$ cat config.mk
export PLATFORM = sky130hd
export DESIGN_NAME = commit_buffer
export DESIGN_NICKNAME = d
export VERILOG_FILES = /design/src/rtl/commit_buffer.sv
export SDC_FILE = /design/constraint.sdc
export NUM_CORES = 1
export LEC_CHECK = 0
export BUFFER_PORTS_ARGS = -buffer_cell sky130_fd_sc_hd__buf_2
export CAP_MARGIN = 20
export CORE_UTILIZATION = 65
export CTS_CLUSTER_SIZE = 28
export DETAILED_ROUTE_END_ITERATION = 12
export PLACE_DENSITY = 0.85
export REMOVE_ABC_BUFFERS = 1
export SETUP_SLACK_MARGIN = 0.4
export SLEW_MARGIN = 40
export SYNTH_ARGS = -nofsm -noshare
export SYNTH_HDL_FRONTEND = slang
export SYNTH_SLANG_ARGS = --single-unit
export TNS_END_PERCENT = 5
$ cat constraint.sdc
create_clock -name clk -period 16.8 [get_ports clk]
set_input_delay 0.84 -clock clk [delete_from_list [all_inputs] [get_ports clk]]
set_output_delay 0.84 -clock clk [all_outputs]
set_load 0.03 [all_outputs]
$ cat src/rtl/commit_buffer.sv
// In-order commit buffer: allocates IDs, collects writebacks, forwards them to the PRF and retires from head.
// Optional halt-on-commit support is enabled by defining COMMIT_BUFFER_HALT_EN.
module commit_buffer #(
    parameter int DEPTH  = 16,
    parameter int NUM_WB = 2,
    parameter int DATA_W = 8,
    parameter int PREG_W = 4,
    localparam int IW    = $clog2(DEPTH)
) (
    input  logic                     clk,
    input  logic                     rst,
    input  logic                     alloc_valid,
    output logic                     alloc_ready,
    output logic [IW-1:0]            alloc_robid,
    input  logic [NUM_WB-1:0]        wb_valid,
    input  logic [NUM_WB*IW-1:0]     wb_robid,
    input  logic [NUM_WB*8-1:0]      wb_flags,
    input  logic [NUM_WB*PREG_W-1:0] wb_pdst,
    input  logic [NUM_WB*PREG_W-1:0] wb_pold,
    input  logic [NUM_WB*DATA_W-1:0] wb_value,
    output logic [NUM_WB-1:0]        prf_we,
    output logic [NUM_WB*PREG_W-1:0] prf_id,
    output logic [NUM_WB*DATA_W-1:0] prf_value,
    output logic                     retire_valid,
    output logic [PREG_W-1:0]        retire_preg,
    output logic                     branch_valid,
    output logic                     branch_not_taken,
    output logic [DATA_W-1:0]        branch_pc,
    output logic                     flush,
    output logic                     halted,
    output logic [IW:0]              count
);
    logic [IW-1:0]     wb_id  [NUM_WB];
    logic [7:0]        wb_fl  [NUM_WB];
    logic [PREG_W-1:0] wb_pd  [NUM_WB];
    logic [PREG_W-1:0] wb_po  [NUM_WB];
    logic [DATA_W-1:0] wb_val [NUM_WB];

    for (genvar gi = 0; gi < NUM_WB; gi++) begin : g_ch
        assign wb_id[gi]  = wb_robid[gi*IW +: IW];
        assign wb_fl[gi]  = wb_flags[gi*8 +: 8];
        assign wb_pd[gi]  = wb_pdst[gi*PREG_W +: PREG_W];
        assign wb_po[gi]  = wb_pold[gi*PREG_W +: PREG_W];
        assign wb_val[gi] = wb_value[gi*DATA_W +: DATA_W];
    end

    // Only NO_PRF_WRITE, NOT_TAKEN, HALT and BRANCH carry meaning.
    logic unused_wb_flags;
    assign unused_wb_flags = ^wb_flags;

    logic [DEPTH-1:0]  valid_q, valid_d, ready_q, ready_d;
    logic [DEPTH-1:0]  nopw_q, nopw_d, nt_q, nt_d, br_q, br_d;
`ifdef COMMIT_BUFFER_HALT_EN
    logic [DEPTH-1:0]  halt_q, halt_d;
`endif
    logic [PREG_W-1:0] pold_q  [DEPTH];
    logic [PREG_W-1:0] pold_d  [DEPTH];
    logic [DATA_W-1:0] value_q [DEPTH];
    logic [DATA_W-1:0] value_d [DEPTH];
    logic [IW-1:0]     head_q, head_d, tail_q, tail_d;
    logic [IW:0]       count_q, count_d;

    logic [NUM_WB-1:0]        prf_we_q, prf_we_d;
    logic [NUM_WB*PREG_W-1:0] prf_id_q, prf_id_d;
    logic [NUM_WB*DATA_W-1:0] prf_value_q, prf_value_d;
    logic                     retire_valid_q, retire_valid_d;
    logic [PREG_W-1:0]        retire_preg_q, retire_preg_d;
    logic                     branch_valid_q, branch_valid_d;
    logic                     branch_nt_q, branch_nt_d;
    logic [DATA_W-1:0]        branch_pc_q, branch_pc_d;
    logic                     flush_q, flush_d;
    logic                     halted_q, halted_d;
    logic                     do_alloc, do_commit;

    assign alloc_ready = (count_q != (IW+1)'(DEPTH));
    assign alloc_robid = tail_q;
    assign do_alloc    = alloc_valid && alloc_ready;
`ifdef COMMIT_BUFFER_HALT_EN
    assign do_commit   = (count_q != '0) && ready_q[head_q] && !halted_q;
`else
    assign do_commit   = (count_q != '0) && ready_q[head_q];
`endif

    always_comb begin
        valid_d        = valid_q;
        ready_d        = ready_q;
        nopw_d         = nopw_q;
        nt_d           = nt_q;
        br_d           = br_q;
`ifdef COMMIT_BUFFER_HALT_EN
        halt_d         = halt_q;
`endif
        pold_d         = pold_q;
        value_d        = value_q;
        head_d         = head_q;
        tail_d         = tail_q;
        count_d        = count_q + (IW+1)'(do_alloc) - (IW+1)'(do_commit);
        prf_we_d       = '0;
        prf_id_d       = prf_id_q;
        prf_value_d    = prf_value_q;
        retire_valid_d = 1'b0;
        retire_preg_d  = retire_preg_q;
        branch_valid_d = 1'b0;
        branch_nt_d    = branch_nt_q;
        branch_pc_d    = branch_pc_q;
        flush_d        = 1'b0;
        halted_d       = halted_q;

        for (int i = 0; i < NUM_WB; i++) begin
            if (wb_valid[i] && valid_q[wb_id[i]]) begin
                ready_d[wb_id[i]] = 1'b1;
                nopw_d[wb_id[i]]  = wb_fl[i][7];
                nt_d[wb_id[i]]    = wb_fl[i][5];
                br_d[wb_id[i]]    = wb_fl[i][0];
`ifdef COMMIT_BUFFER_HALT_EN
                halt_d[wb_id[i]]  = wb_fl[i][4];
`endif
                pold_d[wb_id[i]]  = wb_po[i];
                value_d[wb_id[i]] = wb_val[i];
                if (!wb_fl[i][7]) begin
                    prf_we_d[i]                       = 1'b1;
                    prf_id_d[i*PREG_W +: PREG_W]      = wb_pd[i];
                    prf_value_d[i*DATA_W +: DATA_W]   = wb_val[i];
                end
            end
        end

        if (do_alloc) begin
            valid_d[tail_q] = 1'b1;
            ready_d[tail_q] = 1'b0;
            tail_d          = tail_q + 1'b1;
        end

        if (do_commit) begin
            valid_d[head_q] = 1'b0;
            ready_d[head_q] = 1'b0;
            head_d          = head_q + 1'b1;
            if (!nopw_q[head_q]) begin
                retire_valid_d = 1'b1;
                retire_preg_d  = pold_q[head_q];
            end
            if (br_q[head_q]) begin
                branch_valid_d = 1'b1;
                branch_nt_d    = nt_q[head_q];
                branch_pc_d    = value_q[head_q];
                // Taken branch: everything younger is wrong-path, including this cycle's alloc/wb.
                if (!nt_q[head_q]) begin
                    valid_d = '0;
                    ready_d = '0;
                    tail_d  = head_q + 1'b1;
                    count_d = '0;
                    flush_d = 1'b1;
                end
            end
`ifdef COMMIT_BUFFER_HALT_EN
            if (halt_q[head_q]) halted_d = 1'b1;
`endif
        end
`ifndef COMMIT_BUFFER_HALT_EN
        halted_d = 1'b0;
`endif
    end

    always_ff @(posedge clk or posedge rst) begin
        if (rst) begin
            valid_q        <= '0;
            ready_q        <= '0;
            nopw_q         <= '0;
            nt_q           <= '0;
            br_q           <= '0;
`ifdef COMMIT_BUFFER_HALT_EN
            halt_q         <= '0;
`endif
            for (int k = 0; k < DEPTH; k++) begin
                pold_q[k]  <= '0;
                value_q[k] <= '0;
            end
            head_q         <= '0;
            tail_q         <= '0;
            count_q        <= '0;
            prf_we_q       <= '0;
            prf_id_q       <= '0;
            prf_value_q    <= '0;
            retire_valid_q <= 1'b0;
            retire_preg_q  <= '0;
            branch_valid_q <= 1'b0;
            branch_nt_q    <= 1'b0;
            branch_pc_q    <= '0;
            flush_q        <= 1'b0;
            halted_q       <= 1'b0;
        end else begin
            valid_q        <= valid_d;
            ready_q        <= ready_d;
            nopw_q         <= nopw_d;
            nt_q           <= nt_d;
            br_q           <= br_d;
`ifdef COMMIT_BUFFER_HALT_EN
            halt_q         <= halt_d;
`endif
            pold_q         <= pold_d;
            value_q        <= value_d;
            head_q         <= head_d;
            tail_q         <= tail_d;
            count_q        <= count_d;
            prf_we_q       <= prf_we_d;
            prf_id_q       <= prf_id_d;
            prf_value_q    <= prf_value_d;
            retire_valid_q <= retire_valid_d;
            retire_preg_q  <= retire_preg_d;
            branch_valid_q <= branch_valid_d;
            branch_nt_q    <= branch_nt_d;
            branch_pc_q    <= branch_pc_d;
            flush_q        <= flush_d;
            halted_q       <= halted_d;
        end
    end

    assign prf_we           = prf_we_q;
    assign prf_id           = prf_id_q;
    assign prf_value        = prf_value_q;
    assign retire_valid     = retire_valid_q;
    assign retire_preg      = retire_preg_q;
    assign branch_valid     = branch_valid_q;
    assign branch_not_taken = branch_nt_q;
    assign branch_pc        = branch_pc_q;
    assign flush            = flush_q;
    assign halted           = halted_q;
    assign count            = count_q;
endmodule

==> metrics, run 1 <==
Hold Slack 0.355 ns; die height 166 um; Worst slew margin 0.413; final worst slack 12.22 ns; hold_buf cts 0; grt ovf 0; vias in the first global route 13300; CP arrival 5.03 ns; first-pass GRT wire length 75000 um; maximum clock rate 218 MHz; Switch Pwr 1.38 mW; clock-pin slew on the worst setup and hold paths 0.06 ns; H-Tree Depth 2; EDFF count, synth 0; final setup TNS 0 ns; cell-internal power 2.37 mW; top_reg_cell synth dfrtp_1; NumNets Final 1680; drt initial violations about 1600; CP delay by family, top buffers and inverters; Setup crit start kind flop; io pins 114; Starting Density 0.667; cell breakdown of the critical path buf_4 -> mux4_1 -> mux2i_1 -> o22a_2 -> inv_2 -> ha_1 -> inv_1 -> ha_1 -> inv_1 -> fa_1 -> inv_1 -> a21oi_1 -> nor2_1 -> or3_1 -> a21oi_1; CTS tree yes; die area 27600 um^2; min Tclk post-route 4.58 ns; Residual DRC 10; Die Wd 166 um; share of layout cells above drive strength 1 0.193; Final Hold Viols 0; cells after synthesis around 1600; most frequent cells in the layout dfrtp_1, a21oi_1, nor2_1; sw frac 0.369; Slew @ Worst Pin approximately 0.9 ns; status finished with violations; VDD IR max 129 uV; Rows between 50 and 60; # setup viols final 0; Clock Tree Buf Depth 3; All-Layer GR Usage 0.355; post-DP HPWL approximately 28000 um; PostCTS Resize Cnt 0; reg2reg start head_q[1]; largest net degree at the start of global routing 117; Seq/Total Area, Yosys 0.468; worst endpoint required time ~17 ns; asr flop ratio synth 1.00; number of buffers and inverters on the critical path 5; post-route cell area between 15000 and 20000 um^2; Power Density 195 nW/um^2; r2r endpoint count[4]; reg2reg setup slack 12.22 ns; Synth top area share 0.468; clock power share 0.212; final WL 48000 um; Mapped Avg Cell Area 11.0 um^2; WL/cell 24.4 um; vias per inst 6.74; Hold WC Path Type input port to asynchronous set/reset pin; Port Buffers 102; CP Class flop to flop; CP dominant cell by count inv_1; Clk Latency, worst-skew pair approximately 0.54 ns; DP Area 18000 um^2; Setup crit end kind flop; Yosys warning total 0; synth unique cells 53; Max Slew Vio Count 0; final std cells w/o fill 1968; TritonCTS Buffers 35; Lkg Pwr about 10 nW; failing checks design-rule violations; period utilisation layout 0.273; gpl congestion 0.934; Core Box Area 26200 um^2; Yosys top cell by area dfrtp_1; Layout Area Growth over Synthesis 9.80%; RSZ-0062 raised after global routing no; Fin Clk Skew 0.0226 ns; clk root buf clkbuf_16; TritonCTS Sinks between 300 and 400; Slowest cell on crit path buf_4; Comb power frac 0.409; crit path max fanout 50; commonest non-fill, non-tap cell in the layout dfrtp_1; final antenna-violating net count 0; Yosys reg bits 327; Syn Std Cell Area 17500 um^2; max_cap viols 0; Pre-antenna DRT Iters 12; worst reg2reg path depth 15; largest cells by area after synthesis dfrtp_1, mux2i_1, mux4_2, a21oi_1, nor2_1; initial antenna violation count 2; CP peak stage delay 0.77 ns; Setup WS pre-CTS around 12 ns; Post-CTS Setup Bufs 0; Placed Instances 1902; total number of vias 13300; Seq pwr share 0.379
## sequential cells by signal (all words and copies together), names as in the netlist
name / flops
alloc_robid: 4
br_q: 16
branch_not_taken: 1
branch_pc: 8
branch_valid: 1
count: 5
flush: 1
head_q: 4
nopw_q: 16
nt_q: 16
pold_q: 64
prf_id: 8
prf_value: 16
prf_we: 2
ready_q: 16
retire_preg: 4
retire_valid: 1
valid_q: 16
value_q: 128
## through the flow
stage | util | power, mW
2_1_floorplan | - | 2.52
3_3_place_gp | 0.685 | 2.84
3_5_place_dp | 0.686 | 2.92
4_1_cts | 0.731 | 3.73
5_1_grt | 0.733 | 3.94
6_report | 0.733 | 3.75
## power by group through the flow
stage / Combinational, mW / Clock [mW] / Sequential (mW)
4_1_cts: 1.52 / 0.800 / 1.41
3_3_place_gp: 1.45 / 0 / 1.39
6_report: 1.54 / 0.796 / 1.42
2_1_floorplan: 1.01 / 0 / 1.51
5_1_grt: 1.65 / 0.832 / 1.46
3_5_place_dp: 1.51 / 0 / 1.42
## worst max path at each step
stage                     depth (start not counted)  slack [ns]        endpoint      start
after floorplan                                   1        6.91  alloc_robid[0]        rst
after global placement                           15       12.35        count[4]  head_q[1]
after detailed placement                         15       12.29        count[4]  head_q[1]
after CTS                                        15       12.27        count[4]  head_q[1]
after global routing                             15       12.01        count[4]  head_q[1]
final                                            15       12.22        count[4]  head_q[1]
## cells by family (layout without fill, tap and decap cells)
| family | after synthesis | after routing | synth area share |
|---|---|---|---|
| buf+inv | 185 | 222 | 0.0477 |
| flops | 327 | 327 | 0.468 |
| other cells | 1 | 3 | 0.000214 |
| mux | 370 | 370 | 0.281 |
| simple gates | 359 | 359 | 0.0882 |
| fa+ha+maj | 15 | 15 | 0.0112 |
| compound gates | 326 | 326 | 0.0986 |
| xor+xnor | 11 | 11 | 0.00551 |
## metal layers
metal / track usage / vias to the layer above / routed length, um
li1: - / 5717 / -
met1: 0.455 / 6528 / 17900
met2: 0.576 / 823 / 23000
met3: 0.0724 / 202 / 4590
met4: 0.189 / 0 / 2420
met5: 0 / - / 0
## synthesized netlist by cell type (3+ instances only)
master and n:
ha_1 14, and3b_1 4, mux4_2 69, mux2_2 28, buf_4 6, nand4_1 8, buf_1 23, buf_6 8
xnor2_1 6, inv_1 21, nor2b_1 7, nor2_1 252, dfrtp_1 327, nand2_1 36, mux4_1 18, nand2_2 4
mux2_1 9, a221oi_1 10, and2_1 3, a21oi_1 271, xor2_1 5, a22oi_1 4, mux2i_1 245, a31oi_1 6
o21ai_0 26, buf_2 19, clkbuf_1 104, nand3_1 27
## cell type report
| class | count | area (um^2) |
|---|---|---|
| Fill cell | 1733 | 7000 |
| Tap cell | 335 | 419 |
| Inverter | 22 | 95.1 |
| Sequential cell | 327 | 8190 |
| Multi-Input combinational cell | 1082 | 8520 |
| Antenna cell | 2 | 5.00 |
| Clock inverter | 12 | 148 |
| Clock buffer | 52 | 1050 |
| Timing Repair Buffer | 136 | 785 |
Note: power is estimated with default switching activity, not from simulation.
==> run 2: changes to the inputs <==
- CORE_UTILIZATION: 65 -> 61
- PLACE_DENSITY: 0.85 -> 0.8
- clock period: 16.8 -> 4.6 ns (I/O delays scaled with it)
==> metrics, run 2 (synthesized netlist as in run 1, its figures left out) <==
Max Slew Vio Count 0; H-Tree Depth 2; drt initial violations 1801; Switch Pwr 5.03 mW; VDD IR max 540 uV; Fin Clk Skew 0.00948 ns; vias in the first global route around 13000; Final Hold Viols 0; Residual DRC 0; clock-pin slew on the worst setup and hold paths 0.06 ns; Clock Tree Buf Depth 3; NumNets Final 1696; Rows 61; Die Wd 171 um; TritonCTS Sinks 327; crit path max fanout 34; Power Density around 700 nW/um^2; largest net degree at the start of global routing 111; Post-CTS Setup Bufs 0; max_cap viols 0; Hold Slack approximately 0.12 ns; vias per inst 6.64; period utilisation layout 0.718; Setup crit end kind flop; largest registers value_q (128), pold_q (64); Worst slew margin 0.423; min Tclk post-route 3.30 ns; Pre-antenna DRT Iters 8; maximum clock rate 303 MHz; gpl congestion 0.911; Lkg Pwr 10.1 nW; clock power share 0.220; Port Buffers 102; CP arrival 3.70 ns; Slew @ Worst Pin between 0.8 and 0.9 ns; most frequent cells in the layout dfrtp_1, a21oi_1, nor2_1; RSZ-0062 raised after global routing no; total power 13.9 mW; first-pass GRT wire length 75300 um; Comb power frac 0.405; io pins 114; max FFs per register between 100 and 150; post-DP HPWL ~29000 um; Starting Density 0.624; commonest non-fill, non-tap cell in the layout dfrtp_1; Core Box Area ~28000 um^2; die area 29400 um^2; All-Layer GR Usage 0.344; share of layout cells above drive strength 1 0.196; total number of vias approximately 13000; initial antenna violation count 1; CP Class flop to flop; final antenna-violating net count 0; Clk Latency, worst-skew pair 0.51 ns; TritonCTS Buffers 36; # setup viols final 0; status finished clean; Seq pwr share 0.375; sw frac 0.362; grt ovf 0; final setup TNS 0 ns; worst endpoint required time 4.99 ns; cell-internal power just under 9 mW; Setup crit start kind flop; WL/cell 24.2 um; clk root buf clkbuf_16; Largest Register value_q; die height 171 um; Layout Area Growth over Synthesis 11.2%; CTS tree yes; Hold WC Path Type input port to flop; final WL 48900 um
## run 2: changes by cell type in the layout (fill, tap and decap cells not counted), moves of 2 or more
cell	before	now
dlygate4sd3_1	0	9
buf_4	29	37
buf_6	5	1
bufinv_16	2	5
clkbuf_8	11	8
buf_12	0	2
clkbuf_16	35	37
clkinv_8	3	1
nand3_2	2	4
nand3_4	3	1
## run 2: what timing repair did
action | CTS | global route
endpoints found under the hold margin | 115 | 0
resized for setup | 0 | 0
hold buffers | 9 | 0
## run 2: routing by layer
layer,up-vias,GRT usage,routed length [um]
met5,-,0,0
met1,6674,0.467,19400
met2,887,0.541,22600
li1,5739,-,-
met3,155,0.0706,4870
met4,0,0.148,2050
## run 2: final cells by class
cell class	count	area [um^2]
repair buffers	151	930
multi-input cells	1082	8500
inverters	22	95.1
fillers	2046	8560
clock buffers	50	1050
clock inverters	14	198
diodes	1	2.50
well taps	378	473
flip-flops and latches	327	8190
## run 2: power groups by stage
stage	registers, mW	logic [mW]	clock network (mW)
6_report	5.20	5.62	3.06
5_1_grt	5.34	6.03	3.19
4_1_cts	5.16	5.56	3.07
3_5_place_dp	5.19	5.51	0
3_3_place_gp	5.08	5.33	0
2_1_floorplan	5.52	3.68	0
## run 2: final timing paths
| check | start | endpoint | slack [ns] | cells past startpoint |
|---|---|---|---|---|
| hold reg to reg | prf_value[3] | prf_value[3] | 0.49 | 1 |
| max in group asynchronous | rst | pold_q[44] | 3.23 | 4 |
| setup / recovery | head_q[0] | branch_pc[1] | 1.30 | 5 |
| setup reg to reg | head_q[0] | branch_pc[1] | 1.30 | 5 |
| hold / removal | wb_flags[8] | br_q[10] | 0.12 | 3 |
| min in group asynchronous | rst | value_q[14] | 0.29 | 3 |
## run 2: worst max-delay path: stages (launching register included)
cell and delay (ns):
dfrtp_4 0.53, buf_4 0.57, mux4_1 0.65, a22o_1 0.28
o21ai_2 0.70, mux2_2 0.42
## run 2: per-stage QoR
stage	setup WS, ns	utilization	instances	area (um^2)
6_report	1.30	0.694	2025	19400
5_1_grt	1.18	0.694	2025	19400
4_1_cts	1.33	0.694	2024	19400
3_5_place_dp	1.32	0.646	1951	18100
3_3_place_gp	1.32	0.644	1948	18000
2_1_floorplan	-4.68	-	1431	16700
